$ cat src/rtl/div_arbiter_if.sv
// div_arbiter_if: request/grant/result bundle between the two division clients and div_arbiter.
interface div_arbiter_if #(
    parameter int NUM_W = 29,
    parameter int DEN_W = 17,
    parameter int Q_W   = 12
);
    logic             req0;
    logic [NUM_W-1:0] num0;
    logic [DEN_W-1:0] den0;
    logic             req1;
    logic [NUM_W-1:0] num1;
    logic [DEN_W-1:0] den1;
    logic             gnt0;
    logic             gnt1;
    logic             done0;
    logic             done1;
    logic [Q_W-1:0]   quotient;
    logic             sat;
    logic             dz;
    logic             busy;
    modport master (
        output req0, num0, den0, req1, num1, den1,
        input  gnt0, gnt1, done0, done1, quotient, sat, dz, busy
    );
    modport slave (
        input  req0, num0, den0, req1, num1, den1,
        output gnt0, gnt1, done0, done1, quotient, sat, dz, busy
    );
endinterface

$ cat src/rtl/div_arbiter.sv
// div_arbiter: two-client arbiter around one restoring divider, one quotient bit per clock, saturated result.
// Define DIV_ARB_ROUND_ROBIN_EN for alternating tie-break; otherwise requester 0 wins every tie.
module div_arbiter #(
    parameter int NUM_W = 29,
    parameter int DEN_W = 17,
    parameter int Q_W   = 12
) (
    input  logic          clk,
    input  logic          reset_n,
    div_arbiter_if.slave  bus
);
    localparam int CNT_W = $clog2(NUM_W);
    typedef enum logic [1:0] {IDLE, CALC, DONE} state_t;
    state_t           r_state, w_state_nxt;
    logic [NUM_W-1:0] r_num;
    logic [DEN_W-1:0] r_den;
    logic [DEN_W:0]   r_rem;
    logic [CNT_W-1:0] r_cnt;
    logic             r_owner, r_dz, r_gnt0, r_gnt1, r_done0, r_done1, r_sat, r_dz_o, r_busy;
    logic [Q_W-1:0]   r_quotient;
    logic             w_start, w_win, w_ge, w_sat;
    logic [NUM_W-1:0] w_num_sel;
    logic [DEN_W-1:0] w_den_sel;
    logic [DEN_W:0]   w_rem_sh;
`ifdef DIV_ARB_ROUND_ROBIN_EN
    logic r_last;
    assign w_win = (bus.req0 & bus.req1) ? ~r_last : bus.req1;
    always_ff @(posedge clk or negedge reset_n) begin
        if (!reset_n) r_last <= 1'b1;
        else if (w_start) r_last <= w_win;
    end
`else
    assign w_win = ~bus.req0;
`endif
    assign w_num_sel = w_win ? bus.num1 : bus.num0;
    assign w_den_sel = w_win ? bus.den1 : bus.den0;
    // Quotient bits shift into the bottom of r_num as numerator bits leave the top.
    assign w_rem_sh  = {r_rem[DEN_W-1:0], r_num[NUM_W-1]};
    assign w_ge      = w_rem_sh >= {1'b0, r_den};
    assign w_sat     = r_dz | (|r_num[NUM_W-1:Q_W]);
    always_ff @(posedge clk or negedge reset_n) begin
        if (!reset_n) r_state <= IDLE;
        else r_state <= w_state_nxt;
    end
    always_comb begin
        w_state_nxt = r_state;
        w_start     = 1'b0;
        case (r_state)
            IDLE: begin
                w_start     = bus.req0 | bus.req1;
                w_state_nxt = !w_start ? IDLE : (w_den_sel == '0) ? DONE : CALC;
            end
            CALC:    w_state_nxt = (r_cnt == '0) ? DONE : CALC;
            DONE:    w_state_nxt = IDLE;
            default: w_state_nxt = IDLE;
        endcase
    end
    always_ff @(posedge clk or negedge reset_n) begin
        if (!reset_n) begin
            r_num      <= '0;
            r_den      <= '0;
            r_rem      <= '0;
            r_cnt      <= '0;
            r_owner    <= 1'b0;
            r_dz       <= 1'b0;
            r_gnt0     <= 1'b0;
            r_gnt1     <= 1'b0;
            r_done0    <= 1'b0;
            r_done1    <= 1'b0;
            r_quotient <= '0;
            r_sat      <= 1'b0;
            r_dz_o     <= 1'b0;
            r_busy     <= 1'b0;
        end else begin
            r_gnt0  <= w_start & ~w_win;
            r_gnt1  <= w_start & w_win;
            r_done0 <= (r_state == DONE) & ~r_owner;
            r_done1 <= (r_state == DONE) & r_owner;
            if (w_start) begin
                r_owner <= w_win;
                r_num   <= w_num_sel;
                r_den   <= w_den_sel;
                r_rem   <= '0;
                r_cnt   <= CNT_W'(NUM_W - 1);
                r_dz    <= (w_den_sel == '0);
                r_busy  <= 1'b1;
            end else if (r_state == CALC) begin
                r_rem <= w_ge ? w_rem_sh - {1'b0, r_den} : w_rem_sh;
                r_num <= {r_num[NUM_W-2:0], w_ge};
                r_cnt <= r_cnt - 1'b1;
            end else if (r_done0 | r_done1) begin
                r_busy <= 1'b0;
            end
            if (r_state == DONE) begin
                r_quotient <= w_sat ? '1 : r_num[Q_W-1:0];
                r_sat      <= w_sat;
                r_dz_o     <= r_dz;
            end
        end
    end
    assign bus.gnt0     = r_gnt0;
    assign bus.gnt1     = r_gnt1;
    assign bus.done0    = r_done0;
    assign bus.done1    = r_done1;
    assign bus.quotient = r_quotient;
    assign bus.sat      = r_sat;
    assign bus.dz       = r_dz_o;
    assign bus.busy     = r_busy;
endmodule

$ cat src/flat_wrapper.sv
// flat-port wrapper written by rule: the top's interface ports become plain ports
module div_arbiter_flat 
#(
    parameter int NUM_W = 29,
    parameter int DEN_W = 17,
    parameter int Q_W   = 12
)
  (clk, reset_n, bus_req0, bus_num0, bus_den0, bus_req1, bus_num1, bus_den1, bus_gnt0, bus_gnt1, bus_done0, bus_done1, bus_quotient, bus_sat, bus_dz, bus_busy);
  div_arbiter_if #(.NUM_W(NUM_W), .DEN_W(DEN_W), .Q_W(Q_W)) bus_i ();
  input  logic clk;
  input  logic reset_n;
  input wire logic [$bits(bus_i.req0)-1:0] bus_req0;
  input wire logic [$bits(bus_i.num0)-1:0] bus_num0;
  input wire logic [$bits(bus_i.den0)-1:0] bus_den0;
  input wire logic [$bits(bus_i.req1)-1:0] bus_req1;
  input wire logic [$bits(bus_i.num1)-1:0] bus_num1;
  input wire logic [$bits(bus_i.den1)-1:0] bus_den1;
  output wire logic [$bits(bus_i.gnt0)-1:0] bus_gnt0;
  output wire logic [$bits(bus_i.gnt1)-1:0] bus_gnt1;
  output wire logic [$bits(bus_i.done0)-1:0] bus_done0;
  output wire logic [$bits(bus_i.done1)-1:0] bus_done1;
  output wire logic [$bits(bus_i.quotient)-1:0] bus_quotient;
  output wire logic [$bits(bus_i.sat)-1:0] bus_sat;
  output wire logic [$bits(bus_i.dz)-1:0] bus_dz;
  output wire logic [$bits(bus_i.busy)-1:0] bus_busy;
  assign bus_i.req0 = bus_req0;
  assign bus_i.num0 = bus_num0;
  assign bus_i.den0 = bus_den0;
  assign bus_i.req1 = bus_req1;
  assign bus_i.num1 = bus_num1;
  assign bus_i.den1 = bus_den1;
  assign bus_gnt0 = bus_i.gnt0;
  assign bus_gnt1 = bus_i.gnt1;
  assign bus_done0 = bus_i.done0;
  assign bus_done1 = bus_i.done1;
  assign bus_quotient = bus_i.quotient;
  assign bus_sat = bus_i.sat;
  assign bus_dz = bus_i.dz;
  assign bus_busy = bus_i.busy;
  div_arbiter #(.NUM_W(NUM_W), .DEN_W(DEN_W), .Q_W(Q_W)) u_core (.clk(clk), .reset_n(reset_n), .bus(bus_i));
endmodule
$ cat config.mk
export PLATFORM = sky130hd
export DESIGN_NAME = div_arbiter_flat
export DESIGN_NICKNAME = d
export VERILOG_FILES = /design/src/rtl/div_arbiter_if.sv /design/src/rtl/div_arbiter.sv /design/src/flat_wrapper.sv
export SDC_FILE = /design/constraint.sdc
export NUM_CORES = 1
export LEC_CHECK = 0
export CAP_MARGIN = 40
export CORE_UTILIZATION = 28
export CTS_CLUSTER_SIZE = 40
export DETAILED_ROUTE_END_ITERATION = 6
export GPL_TIMING_DRIVEN = 0
export HOLD_SLACK_MARGIN = 0.12
export PLACE_DENSITY = 0.61
export SLEW_MARGIN = 15
export SYNTH_ARGS = -nofsm -noshare
export SYNTH_HDL_FRONTEND = slang
export SYNTH_SLANG_ARGS = --single-unit
$ cat constraint.sdc
create_clock -name clk -period 4.5 [get_ports clk]
set_input_delay 0.675 -clock clk [delete_from_list [all_inputs] [get_ports clk]]
set_output_delay 0.675 -clock clk [all_outputs]
set_load 0.01 [all_outputs]
# After elaboration in Yosys (flattened, before gate mapping)
# Index checks and enable logic that the tools add are counted.
[totals] regBits=91 inputBits=96 output_inout_bits=19 word_cells=55
[op_classes] order_cmp=1 bitwise_logic=9 n_addsub=2 n_reduce_logical=7 n_eq_ne=3 mux=18
[op_table] cell="$mux 29" count=3
[op_table] cell="$mux 17" count=4
[op_table] cell="$ge 18x17->1" count=1
[op_table] cell="$logic_not 17->1" count=1
[op_table] cell="$reduce_or 17->1" count=1
[op_table] cell="$sub 17x17->17" count=1
[op_table] cell="$mux 12" count=1
[op_table] cell="$mux 5" count=2
[op_table] cell="$mux 2" count=3
[op_table] cell="$logic_not 5->1" count=1
[op_table] cell="$sub 5x1->5 const B" count=1
[op_table] cell="$and 1x1->1" count=4
[op_table] cell="$mux 1" count=4
[op_table] cell="$pmux 2 s2" count=1
[op_table] cell="$reduce_bool 2->1" count=2
[op_table] cell="$or 1x1->1" count=3
[op_table] cell="$eq 2x1->1 const B" count=1
[op_table] cell="$eq 2x2->1 const B" count=1
[op_table] cell="$logic_not 2->1" count=1
[op_table] cell="$ne 2x1->1 const B" count=1
[op_table] cell="$not 1->1" count=2
[op_table] cell="$reduce_and 2->1" count=1

# Depth between registers and ports, before layout
[depth] word_depth=5 mapped_depth=12 mapped_depth_nobuf=10

# Worst setup path before layout
# No wires, ideal clock.
[synth_path] kind="register to register" start="register u_core.r_num[28]" end="register u_core.r_num[0]" t_arrival_ns=2.300 path_slack_ns=2.079 setup_time_ns=0.121 period_less_slack_ns=2.421 path_stages_with_launch=13 path_cell_list="dfrtp_1 > inv_1 > ha_1 > fa_1 > nor2b_4 > o31a_1 > o21a_1 > o31a_1 > o31ai_4 > buf_6 > buf_8 > nand2_1 > a22o_1"
[synth_via] elab_chain_len=3
[synth_rtl] item="start, declared" line_no="div_arbiter.sv:15" text="logic [NUM_W-1:0] r_num;"
[synth_rtl] item="start signal, assigned" line_no="div_arbiter.sv:81" text="r_num <= w_num_sel;"
[synth_rtl] item="start signal, assigned" line_no="div_arbiter.sv:89" text="r_num <= {r_num[NUM_W-2:0], w_ge};"
[synth_rtl] item="$ge 18x17->1" line_no="div_arbiter.sv:39" text="assign w_ge = w_rem_sh >= {1'b0, r_den};"
[synth_rtl] item="$mux 29" line_no="div_arbiter.sv:87" text="end else if (r_state == CALC) begin"
[synth_rtl] item="$mux 29" line_no="div_arbiter.sv:79" text="if (w_start) begin"
# No other way between the ends. The select of a mux whose other input is x is not followed.
# A chain may end at the register's enable or synchronous reset.

# Final worst setup path
[layout_path] start="register u_core.r_rem[6]" end="register u_core.r_rem[13]"
[layout_via] elab_chain_len=4
[layout_rtl] item="start, declared" line_no="div_arbiter.sv:17" text="logic [DEN_W:0] r_rem;"
[layout_rtl] item="start signal, assigned" line_no="div_arbiter.sv:88" text="r_rem <= w_ge ? w_rem_sh - {1'b0, r_den} : w_rem_sh;"
[layout_rtl] item="$sub 17x17->17 / $ge 18x17->1 (equally long branches)" line_no="div_arbiter.sv:88, div_arbiter.sv:39"
[layout_rtl] item="$mux 17 (*)" line_no="div_arbiter.sv:88"
[layout_rtl] item="$mux 17 (*)" line_no="div_arbiter.sv:87"
[layout_rtl] item="$mux 17 (*)" line_no="div_arbiter.sv:79"
# Every way passes the cells marked *; elsewhere a longest branch is shown, timed or not. The select of a mux whose other input is x is not followed.

==> results.md <==
* Status: complete, no violations
* Clock skew at 0.00881 ns
* Number of diodes at 0
* Crit. End Element: flop
* Internal power at 0.00289 W
* # port buffers at 113
* Yosys reg bits at 91
* Worst Path Max Fanout at 7
* Netlist cell types at 50
* Synth Area in XOR/XNOR at 2.43%
* Logic pwr share at 56.2%
* Final Non-Filler Cells at 907
* Via density at 5.13
* Pre-antenna DRT Iters at 5
* Yosys warns at 0
* Cell taking the most area after synthesis: dfrtp_1
* Slew @ Worst Pin at 0.731 ns
* Grt ovf at 0
* H-tree levels at 3
* Gpl congestion at 0.853
* Fin util at 38.8%
* Initial Utilization at 28.9%
* Core Footprint at 17500 um^2
* Io pins at 115
* Maxcap violations at 0
* Layout cells sized above 1 at 4.69%
* Required time worst endpoint at 4.79 ns
* Crit path arrival time at 3.02 ns
* Core Rows at 48
* Syn_nets at 667
* Wire length per cell at 16.8 um
* Hold Vio Cnt, Final at 0
* Area grow syn2layout at 34.1%
* Area of the multi-input gates at 2520 um^2
* Final setup violating endpoints at 0
* Ys async rst share at 100%
* GRT Total Usage at 17.2%
* Pre-CTS setup slack at 1.66 ns
* Pleak at 2.85 nW
* Top_reg_cell synth: dfrtp_1
* R2R cell count at 9
* Cell with the most instances after synthesis: dfrtp_1
* R2r startpoint: u_core.r_rem[6]
* HPWL Detailed at 11700 um
* Slew HR at 51.3%
* Top cells by count, synth: dfrtp_1, nand2_1, a21oi_1, nor2_1, o21ai_0
* First-pass GRT wire length at 24300 um
* Sequential Power Share at 29.4%
* PwrDens at 747 nW/um^2
* Layout Nets at 792
* Cell Area, Synth at 5060 um^2
* Initial antenna violation count at 0
* Largest net degree at the start of global routing at 49
* Hold_buf cts at 0
* Number of global-route vias before repair at 4632
* Sw frac at 42.9%
* Clock power share at 14.4%
* Cell count after placement at 891
* Fin crit period at 2.73 ns
* DRC at 0
* Sw Pwr at 0.00218 W
* Longest Clk Path Bufs at 2
* Synth top area share at 45.0%
* TritonCTS clock tree: done
* Tcrit/Tclk final at 60.6%
* Die area at 18600 um^2
* Sequential-to-total area share from yosys stat at 45.0%
* Worst Hold Class: in -> async
* Post-synthesis mux area share at 4.36%
* Worst IR Drop VDD at 330 uV
* Synth area leaders: dfrtp_1, nand2_1, a221oi_1
* Violation count after the first detailed-route iteration at 243
* DIE WIDTH at 136 um
* CTS Root Cell: clkbuf_16
* Antenna-violating nets left at 0
* Final WS setup at 1.77 ns
* Clock Latency Late Sink at 0.36 ns
* Vias post-DR at 4655
* Fin. max-slew vios at 0
* Main combinational cell family by area after synthesis: compound AO/OA/AOI/OAI gates
* EDFF count, synth at 0
* Clock buffer count from CTS at 9
* Reg clk slew, reported paths at 0.07 ns
* Kind of critical path: reg -> reg
* FMAX at 367 MHz
* Cells after Synth at 552
* Post-CTS resize count at 0
* RSZ-0062 raised after global routing: false
* Synth Area in Adders at 4.85%
* Critical path launch point type: flop
* Reg area at 2280 um^2
* Number of fillers in the final layout at 1759
* Compound-Gate Fraction of Synth Area at 22.7%
* Synth Area per Inst at 9.16 um^2
* Crit. Startpoint: u_core.r_rem[6]
* Routed wire length at 15200 um
* Final TNS setup at 0 ns
* Post-CTS Setup Bufs at 0
* Sink Count at 91
* Die Height at 136 um
* Tot Pwr at 0.00507 W
* Post-Synth Simple-Gate Area at 15.6%
power by group through the flow:
stage / clock (W) / combinational (W) / sequential (W)
after floorplan: 0 / 0.00210 / 0.00143
after global placement: 0 / 0.00279 / 0.00150
after detailed placement: 0 / 0.00283 / 0.00150
after CTS: 0.000750 / 0.00284 / 0.00149
after global routing: 0.000781 / 0.00319 / 0.00154
final: 0.000729 / 0.00285 / 0.00149
cell type report:
cell class | count | share of cell area (%)
tap | 225 | 4.15
inverter | 23 | 1.27
timing repair buffer | 114 | 17.1
buffer | 36 | 2.49
clock buffer | 9 | 3.32
multi-input combinational | 402 | 37.2
sequential | 91 | 33.6
clock inverter | 7 | 0.868
registers in the layout, summed over array words and instances, names as in the netlist, 2 cells and up:
register and count:
u_core.r_cnt 5, u_core.r_rem 17, u_core.bus.quotient 12, u_core.r_num 29, u_core.r_state 2, u_core.r_den 17
worst paths after layout:
path | to | slack [ns]
worst max-delay path | u_core.r_rem[13] | 1.77
worst min-delay path | u_core.bus.quotient[8] | 0.34
worst max register to register | u_core.r_rem[13] | 1.77
worst min register to register | u_core.bus.done0 | 0.45
max in group asynchronous | u_core.r_rem[16] | 3.51
min in group clk | u_core.bus.done0 | 0.45
per-stage QoR:
| stage | cell area (um^2) | hold WS (ns) |
|---|---|---|
| CTS | 6780 | 0.360 |
| floorplan | 5060 | 0.379 |
| global route | 6780 | 0.399 |
| finish | 6780 | 0.339 |
| global placement | 6470 | 0.437 |
| detailed placement | 6490 | 0.442 |
worst max-delay path, stage by stage, from the launching register on:
cell and delay [ns]:
dfrtp_1 0.42, ha_1 0.28, buf_2 0.16, nand3_1 0.17, a2111oi_0 0.46, o21ai_1 0.19, a221oi_1 0.34, nor3_1 0.08
or4b_1 0.49, nand2_1 0.07
layer usage:
layer	part of all wire, %	vias to the layer above	track usage (%)
met4	2.7	0	8.33
met2	47	124	26.7
met1	47	2230	23.4
met5	0	-	0
li1	-	2270	-
met3	3.3	31	2.20
cell families after synthesis:
kind of cell	count (synthesis)
and+or+nand+nor	177
DFF	91
buffers and inverters	59
muxes	22
AOI/OAI and AO/OA	170
adders and majority gates	19
xor gates and xnor gates	14
placed cells by master (no fill, tap or decap), types with 2 or more instances in the layout:
cell type | Yosys | layout
clkdlybuf4s50_1 | 0 | 112
clkbuf_1 | 25 | 25
or3_1 | 3 | 3
a221oi_1 | 29 | 29
o21ai_1 | 2 | 2
nand2_1 | 79 | 79
buf_6 | 2 | 2
o31ai_1 | 4 | 4
nor4_1 | 12 | 12
o22a_1 | 12 | 12
dfrtp_1 | 91 | 91
clkbuf_16 | 0 | 9
clkinv_4 | 0 | 2
nor2_1 | 46 | 46
nand4_1 | 2 | 2
a211oi_1 | 2 | 2
o22ai_1 | 2 | 2
mux2i_1 | 22 | 22
nand3_1 | 10 | 10
and2_1 | 2 | 2
buf_2 | 6 | 6
or2_2 | 2 | 2
inv_6 | 0 | 2
xor2_1 | 9 | 9
inv_1 | 23 | 23
xnor2_1 | 5 | 5
buf_1 | 2 | 2
nor2b_1 | 4 | 4
o311ai_0 | 5 | 5
o21ai_0 | 37 | 37
o211ai_1 | 2 | 2
o21a_1 | 5 | 5
nor3_1 | 7 | 7
nand2b_1 | 6 | 6
ha_1 | 18 | 18
a21o_1 | 3 | 3
a21oi_1 | 48 | 48
a32oi_1 | 7 | 7
o31a_1 | 3 | 3
Note: power is estimated with default switching activity, not from simulation.
